===== src/rtl/ign_sequencer.sv =====
// Multi-cylinder ignition scheduler: one cylinder per clock through a shared angle adder,
// coil charge/fire decisions over the crank window (prev, cur], overdwell cut-off and enable gating.
module ign_sequencer #(
  parameter int          NCYL           = 4,
  parameter logic [23:0] MAX_DWELL_CLKS = 24'd200000,
  parameter int          DWELL_W        = 24
) (
  input  logic            clk,
  input  logic            rst,
  input  logic            en,
  input  logic            trigger,
  input  logic [15:0]     eng_phase,
  input  logic [15:0]     quanta_per_revolution,
  input  logic [15:0]     ign_timing,
  input  logic [15:0]     dwell_angle,
  input  logic            cfg_we,
  input  logic [3:0]      cfg_addr,
  input  logic [15:0]     cfg_phase,
  output logic [NCYL-1:0] spk_out,
  output logic [NCYL-1:0] overdwell,
  output logic            busy
);

  localparam int IW = (NCYL > 1) ? $clog2(NCYL) : 1;

  typedef enum logic {IDLE, SCAN} state_t;

  state_t              state, state_nx;
  logic [IW-1:0]       idx, idx_nx;
  logic [15:0]         phase_tbl [NCYL];
  logic [15:0]         cur_phase, prev_phase, pend_phase, cur_src;
  logic                pending, first;
  logic                load_cur, end_scan, set_pend, clr_pend;
  logic [DWELL_W-1:0]  dwell_cnt [NCYL];
  logic [NCYL-1:0]     spk_nx, ovd_hit;

  logic [17:0]         q18, sum, fire_a, chg_a;
  logic signed [17:0]  chg_raw, chg_adj;
  logic                fire_x, chg_x;

  function automatic logic crossed(input logic [17:0] a, input logic [15:0] p, input logic [15:0] c);
    logic [17:0] p18, c18;
    p18 = {2'b00, p};
    c18 = {2'b00, c};
    if (c > p)      return (p18 < a) && (a <= c18);
    else if (c < p) return (a > p18) || (a <= c18);
    else            return 1'b0;
  endfunction

  assign busy = (state == SCAN);

  always_comb begin
    state_nx = state;
    idx_nx   = idx;
    load_cur = 1'b0;
    cur_src  = eng_phase;
    end_scan = 1'b0;
    set_pend = 1'b0;
    clr_pend = 1'b0;
    case (state)
      IDLE: begin
        if (trigger) begin
          state_nx = SCAN;
          idx_nx   = '0;
          load_cur = 1'b1;
        end
      end
      SCAN: begin
        if (idx == IW'(NCYL - 1)) begin
          end_scan = 1'b1;
          clr_pend = 1'b1;
          idx_nx   = '0;
          // A trigger in the final scan cycle is newer than any queued one
          if (trigger) begin
            load_cur = 1'b1;
          end else if (pending) begin
            load_cur = 1'b1;
            cur_src  = pend_phase;
          end else begin
            state_nx = IDLE;
          end
        end else begin
          idx_nx   = idx + IW'(1);
          set_pend = trigger;
        end
      end
      default: state_nx = IDLE;
    endcase
  end

  always_comb begin
    q18     = {2'b00, quanta_per_revolution};
    sum     = {2'b00, ign_timing} + {2'b00, phase_tbl[idx]};
    fire_a  = (sum >= q18) ? (sum - q18) : sum;
    chg_raw = $signed(sum) - $signed({2'b00, dwell_angle});
    chg_adj = chg_raw;
    if (chg_raw < 0)
      chg_adj = chg_raw + $signed(q18);
    else if (chg_raw >= $signed(q18))
      chg_adj = chg_raw - $signed(q18);
    chg_a   = $unsigned(chg_adj);
    fire_x  = crossed(fire_a, prev_phase, cur_phase);
    chg_x   = crossed(chg_a, prev_phase, cur_phase);
  end

  always_comb begin
    spk_nx  = spk_out;
    ovd_hit = '0;
    for (int k = 0; k < NCYL; k++) begin
      ovd_hit[k] = spk_out[k] && (dwell_cnt[k] == DWELL_W'(MAX_DWELL_CLKS - 24'd1));
      if (state == SCAN && !first && idx == IW'(k)) begin
        if (fire_x)     spk_nx[k] = 1'b0;
        else if (chg_x) spk_nx[k] = 1'b1;
      end
      if (ovd_hit[k]) spk_nx[k] = 1'b0;
    end
    if (!en) spk_nx = '0;
  end

  always_ff @(posedge clk) begin
    if (rst) begin
      state      <= IDLE;
      idx        <= '0;
      cur_phase  <= '0;
      prev_phase <= '0;
      pend_phase <= '0;
      pending    <= 1'b0;
      first      <= 1'b1;
      spk_out    <= '0;
      overdwell  <= '0;
      for (int k = 0; k < NCYL; k++) begin
        phase_tbl[k] <= '0;
        dwell_cnt[k] <= '0;
      end
    end else begin
      state   <= state_nx;
      idx     <= idx_nx;
      spk_out <= spk_nx;
      if (load_cur) cur_phase <= cur_src;
      if (end_scan) begin
        prev_phase <= cur_phase;
        first      <= 1'b0;
      end
      if (clr_pend) begin
        pending <= 1'b0;
      end else if (set_pend) begin
        pending    <= 1'b1;
        pend_phase <= eng_phase;
      end
      for (int k = 0; k < NCYL; k++) begin
        dwell_cnt[k] <= spk_out[k] ? (dwell_cnt[k] + DWELL_W'(1)) : '0;
        if (ovd_hit[k])
          overdwell[k] <= 1'b1;
        else if (cfg_we && cfg_addr == 4'(k))
          overdwell[k] <= 1'b0;
        if (cfg_we && cfg_addr == 4'(k))
          phase_tbl[k] <= cfg_phase;
      end
    end
  end

endmodule

===== config.mk =====
export PLATFORM = sky130hd
export DESIGN_NAME = ign_sequencer
export DESIGN_NICKNAME = d
export VERILOG_FILES = /design/src/rtl/ign_sequencer.sv
export SDC_FILE = /design/constraint.sdc
export NUM_CORES = 1
export LEC_CHECK = 0
export CAP_MARGIN = 10
export CORE_ASPECT_RATIO = 1.25
export CORE_MARGIN = 8
export CORE_UTILIZATION = 61
export CTS_CLUSTER_SIZE = 14
export DETAILED_ROUTE_END_ITERATION = 10
export PLACE_DENSITY = 0.86
export SETUP_SLACK_MARGIN = 0.4
export SLEW_MARGIN = 20
export SYNTH_ARGS = -nofsm -noshare
export SYNTH_HDL_FRONTEND = slang
export SYNTH_SLANG_ARGS = --single-unit

===== constraint.sdc =====
create_clock -name clk -period 12 [get_ports clk]
set_clock_uncertainty 0.2 [all_clocks]
set_input_delay 1.2 -clock clk [delete_from_list [all_inputs] [get_ports clk]]
set_output_delay 1.2 -clock clk [all_outputs]
set_load 0.01 [all_outputs]

; ---- After elaboration in Yosys (flattened, before gate mapping)
; Memories as Yosys holds them, arrays and structs flattened. A register that Yosys moved wholly into a read port is not among the register bits.
; Index checks and enable logic that the tools add are counted.
[totals]
wordCells = 159
output_inout_bits = 9
n_memories = 2
mem_bits_rw = 160
inputBits = 89
reg_bits = 61
[memory_table]
columns = memory, depth, width, read_ports, rd_clocked_by_memory_dff, write_ports, line_no
row1 = dwell_cnt, 4, 24, 4, 0, 4, 34  ; logic [DWELL_W-1:0] dwell_cnt [NCYL];
row2 = phase_tbl, 4, 16, 1, 1, 4, 30  ; logic [15:0] phase_tbl [NCYL];
[classes]
addsub = 10
n_eq_ne = 11
reduce_logical = 35
mux = 64
n_lt_le_gt_ge = 11
bitwise_logic = 11
[op_table]
columns = operator, n
row1 = 24-bit 2-to-1 mux, 8
row2 = 16-bit 2-to-1 mux, 8
row3 = "24-bit by 1-bit adder with 24-bit output, second input constant", 4
row4 = "24-bit by 18-bit equality test with 1-bit output, second input constant", 4
row5 = 18-bit 2-to-1 mux, 3
row6 = 1-bit 2-to-1 mux, 38
row7 = 18-bit by 16-bit greater-than comparator with 1-bit output, 2
row8 = 18-bit by 16-bit <= comparator with 1-bit output, 2
row9 = 16-bit by 18-bit less-than comparator with 1-bit output, 2
row10 = 17-bit by 16-bit subtractor with 18-bit output, 2
row11 = 18-bit by 17-bit adder with 18-bit output, 1
row12 = 18-bit by 17-bit greater-or-equal comparator with 1-bit output, 1
row13 = "18-bit by 1-bit less-than comparator with 1-bit output, second input constant", 1
row14 = 18-bit by 17-bit subtractor with 18-bit output, 1
row15 = 16-bit by 16-bit adder with 17-bit output, 1
row16 = 17-bit by 16-bit greater-or-equal comparator with 1-bit output, 1
row17 = 16-bit greater-than comparator, 1
row18 = 16-bit less-than comparator, 1
row19 = 1-bit logical AND, 15
row20 = 3-bit OR reduction, 4
row21 = 2-bit AND reduction, 5
row22 = 2-bit nonzero test, 5
row23 = "4-bit by 2-bit equality test with 1-bit output, second input constant", 2
row24 = 2-bit 2-to-1 mux, 4
row25 = other kinds (14), 26

; ---- Depth between registers and ports, before layout
[logic_depth]
ltp_word = 11
ltp_mapped = 41
depth_no_buf = 37

; ---- Worst setup path after synthesis
; OpenSTA, ideal clock, no wires.
[synth_timing]
kind = reg2reg
start = register with a tool-made name
end = register spk_out[1]
path_stages_with_launch = 39
setup_slack_ns = 3.510
t_required_ns = 11.684
arrival_time_ns = 8.173
period_less_slack_ns = 8.490
setup_ns = 0.116
n_path_buf = 5
path_cell_list = dfxtp_1 -> clkbuf_1 -> buf_1 -> mux4_2 -> ha_1 -> o21ai_0 -> a21oi_1 -> o21a_1 -> a21o_1 -> a21oi_1 -> xnor2_1 -> ha_1 -> a21o_1 -> a221oi_1 -> o21ai_1 -> a21oi_1 -> xnor2_1 -> ha_1 -> [3 not listed] -> o311ai_1 -> a31oi_1 -> a211o_1 -> or3_1 -> buf_2 -> buf_6 -> nor2_1 -> a311oi_1 -> ha_1 -> a21o_1 -> a21oi_1 -> nor2b_1 -> a2111oi_0 -> a221o_1 -> a21oi_1 -> o21bai_1 -> o211ai_2 -> o211a_1
[synth_lines]
columns = element, line_no
row1 = "end signal, assigned", 138  ; spk_out <= spk_nx;
row2 = "end, declared", 19  ; output logic [NCYL-1:0] spk_out,

==> impl_metrics.json <==
{
  "outcome": "finished clean",
  "dieArea_um2": 30600,
  "syn_area_um2": 15400,
  "clkLatencyLatePin_ns": 0.49,
  "synth_cell_types": 87,
  "crit_top_cell": "ha_1",
  "grtUsageTotal_pct": 26.6,
  "grt_max_degree": 68,
  "crit_arrival_ns": 10.30,
  "synth_seq_area_share_pct": 33.1,
  "drcViolationCount": 0,
  "first_iter_violations": 935,
  "syn_to_final_growth_pct": 11.7,
  "holdCritPathClass": "reg2reg",
  "numCtsBuffers": 21,
  "fillers": 2009,
  "p_comb_share_pct": 61.1,
  "critical-path-max-stage-delay_ns": 0.81,
  "grt_use_met1_pct": 29.1,
  "synth_nets": 2033,
  "async_reset_ff_share_pct": 0,
  "min_period_ns": 10.12,
  "post-cts-setup-buffers": 0,
  "leakage_uw": 0.00667,
  "grt_use_met2_pct": 47.7,
  "rsz0062_at_grt": "no",
  "place_hpwl_um": 32200,
  "wire_per_inst_um": 18.8,
  "routabilityCongestion": 0.976,
  "rows": 65,
  "pre_cts_ws_ns": 1.86,
  "grtUsageMet3_pct": 3.72,
  "vias_per_cell": 6.09,
  "setup_viol": 0,
  "cts.sinks": 223,
  "netlist_instances": 1771,
  "final_common_cell": "nor2_1",
  "p_seq_share_pct": 22.0,
  "drv_cap": 0,
  "antenna_found_initial": 1,
  "initial_core_util_pct": 61.5,
  "coreArea_um2": 25000,
  "powerDensity_nw_per_um2": 213,
  "htree_num_levels": 1,
  "postCtsResizedCells": 0,
  "synth_warnings": 0,
  "mostFrequentLayoutCells": "nor2_1 (208), ha_1 (168), dfxtp_1 (159)",
  "io_pins": 98,
  "grt-busiest-layer": "met2",
  "die_h_um": 194,
  "critPathCaptureType": "register",
  "p_int_uw": 2050,
  "numPortBuffers": 97,
  "cts-root-buf": "clkbuf_16",
  "first_pass_iters": 9,
  "multi_input_area_um2": 9630,
  "synthFlopType": "dfxtp_1",
  "via_count": 13300,
  "crit_type": "reg2reg",
  "required_ns": 12.18,
  "max_freq_ghz": 0.0988,
  "slew-limit-headroom_pct": 29.9,
  "setup_tns_ns": 0,
  "hold_violations": 0,
  "ir_worst_vdd_mv": 0.148,
  "fin_crit_sh_pct": 84.4,
  "switchingPower_uw": 1630,
  "die_x_um": 158,
  "drive_above_1_share_pct": 4.99,
  "antenna_cells_inserted": 0,
  "cpMaxStageDelayCell": "nor3_2",
  "clk_path_buf_depth": 3,
  "switching_share_pct": 44.3,
  "grt_pass1_vias": 13400,
  "fin_ws_ns": 1.88,
  "regArea_um2": 5100,
  "grt_pass1_wl_um": 66500,
  "final_nets": 2094,
  "critPathMaxFanout": 16,
  "holdBufCountCts": 0,
  "cts.clk_slew.worst_paths_ns": 0.06,
  "drt-total-wl_um": 41000,
  "power_frac_clock_pct": 16.8,
  "worst_slew_pin_slew_ns": 1.05,
  "ant_nets": 0,
  "avgSynthCellArea_um2": 8.70,
  "synth_edf_count": 64,
  "cts_tree": "built",
  "start_kind": "register",
  "grt_overflow": 0,
  "ys_ff_latch": 223,
  "slew_viol_final": 0
}
[path summary, 6_finish.rpt]
path,end,from,slack [ns],depth (start not counted)
setup / recovery,spk_out[2]$_SDFFE_PP0P_,register,1.88,35
setup reg to reg,spk_out[2]$_SDFFE_PP0P_,register,1.88,35
hold reg to reg,first$_SDFFE_PP1P_,first$_SDFFE_PP1P_,0.24,1
hold / removal,first$_SDFFE_PP1P_,first$_SDFFE_PP1P_,0.24,1
[state kept, by name, summed over array words and instances, names as in the netlist, named ones only]
signal / flops
phase_tbl: 64
idx: 2
prev_phase: 16
dwell_cnt: 96
pend_phase: 16
first: 1
pending: 1
spk_out: 4
overdwell: 4
busy: 1
cur_phase: 16
[synth_stat cells (5+ instances only)]
cell	instances	area, um2
a2111oi_0	5	43.8
a211oi_1	21	158
a21o_1	26	195
a21oi_1	131	656
a221o_1	5	50.1
a221oi_1	5	43.8
a31o_2	7	61.3
a31oi_1	12	75.1
and2_1	71	444
and3_1	20	125
and4_1	13	114
buf_1	5	18.8
buf_2	10	50.1
clkbuf_1	46	173
dfxtp_1	159	3180
edfxtp_1	64	1920
fa_1	5	100
ha_1	168	2100
inv_1	113	424
mux2_2	5	56.3
mux2i_1	17	170
mux4_2	16	360
nand2_1	148	556
nand2b_1	20	125
nand3_1	40	200
nand4_1	41	257
nor2_1	209	785
nor2b_1	14	87.6
nor3_1	33	165
nor4_1	11	68.8
o211a_1	6	60.1
o211ai_1	13	97.6
o21a_1	19	143
o21ai_0	47	235
o21ai_1	7	35.0
o21bai_1	15	113
o22ai_1	9	56.3
o31ai_1	8	60.1
or3_1	11	68.8
xnor2_1	60	526
xor2_1	60	526
[stage by stage]
| stage | instances | utilization [%] | hold slack, ns | area (um2) | power [uW] |
|---|---|---|---|---|---|
| 3_3_place_gp | 2144 | 66.2 | 0.226 | 16600 | 2930 |
| 5_1_grt | 2179 | 68.7 | 0.259 | 17200 | 3930 |
| 3_5_place_dp | 2144 | 66.2 | 0.232 | 16600 | 3000 |
| 4_1_cts | 2179 | 68.7 | 0.246 | 17200 | 3620 |
| 6_report | 2179 | 68.7 | 0.241 | 17200 | 3670 |
| 2_1_floorplan | 1771 | - | 0.218 | 15400 | 2430 |
[area by class of cell]
cell class                 instances  share of cell area, %
multi-input combinational       1371                   56.0
sequential                       223                   29.7
timing repair buffer             102                   5.83
clock buffer                      31                   3.33
inverter                         113                   2.47
tap                              335                   2.44
clock inverter                     4                  0.291
[power by group through the flow]
stage	registers, uW	clock network, uW	logic [uW]
2_1_floorplan	818	0	1610
3_3_place_gp	824	0	2110
3_5_place_dp	825	0	2170
4_1_cts	809	624	2190
5_1_grt	811	655	2460
6_report	809	618	2240
[kinds of logic (layout without fill, tap and decap cells)]
group	Yosys count	after routing	share of synthesized area (%)
AO/OA/AOI/OAI	384	384	16.6
XOR/XNOR	120	120	6.82
adder cells (fa/ha/maj)	173	173	14.3
buffers and inverters	177	250	4.53
flip-flops	223	223	33.1
multiplexers	38	38	3.81
AND/OR/NAND/NOR	656	656	20.8
[worst max-delay path: cells and delay by family, from the launching register on]
| family | cells | cell delay (ns) |
|---|---|---|
| compound gates | 21 | 5.03 |
| fa+ha+maj | 5 | 1.45 |
| simple gates | 3 | 0.95 |
| flops | 1 | 0.70 |
| xor+xnor | 2 | 0.59 |
| buf+inv | 3 | 0.54 |
| mux | 1 | 0.53 |
[per-layer routing]
layer  share of wire, %  up-vias  wire, um
met3                4.8      139      1970
met4                5.8        2      2380
met5              0.032        -        13
met1                 38     6290     15700
met2                 51      416     20900
li1                   -     6422         -
No activity file was read; power rests on OpenSTA's default activity.
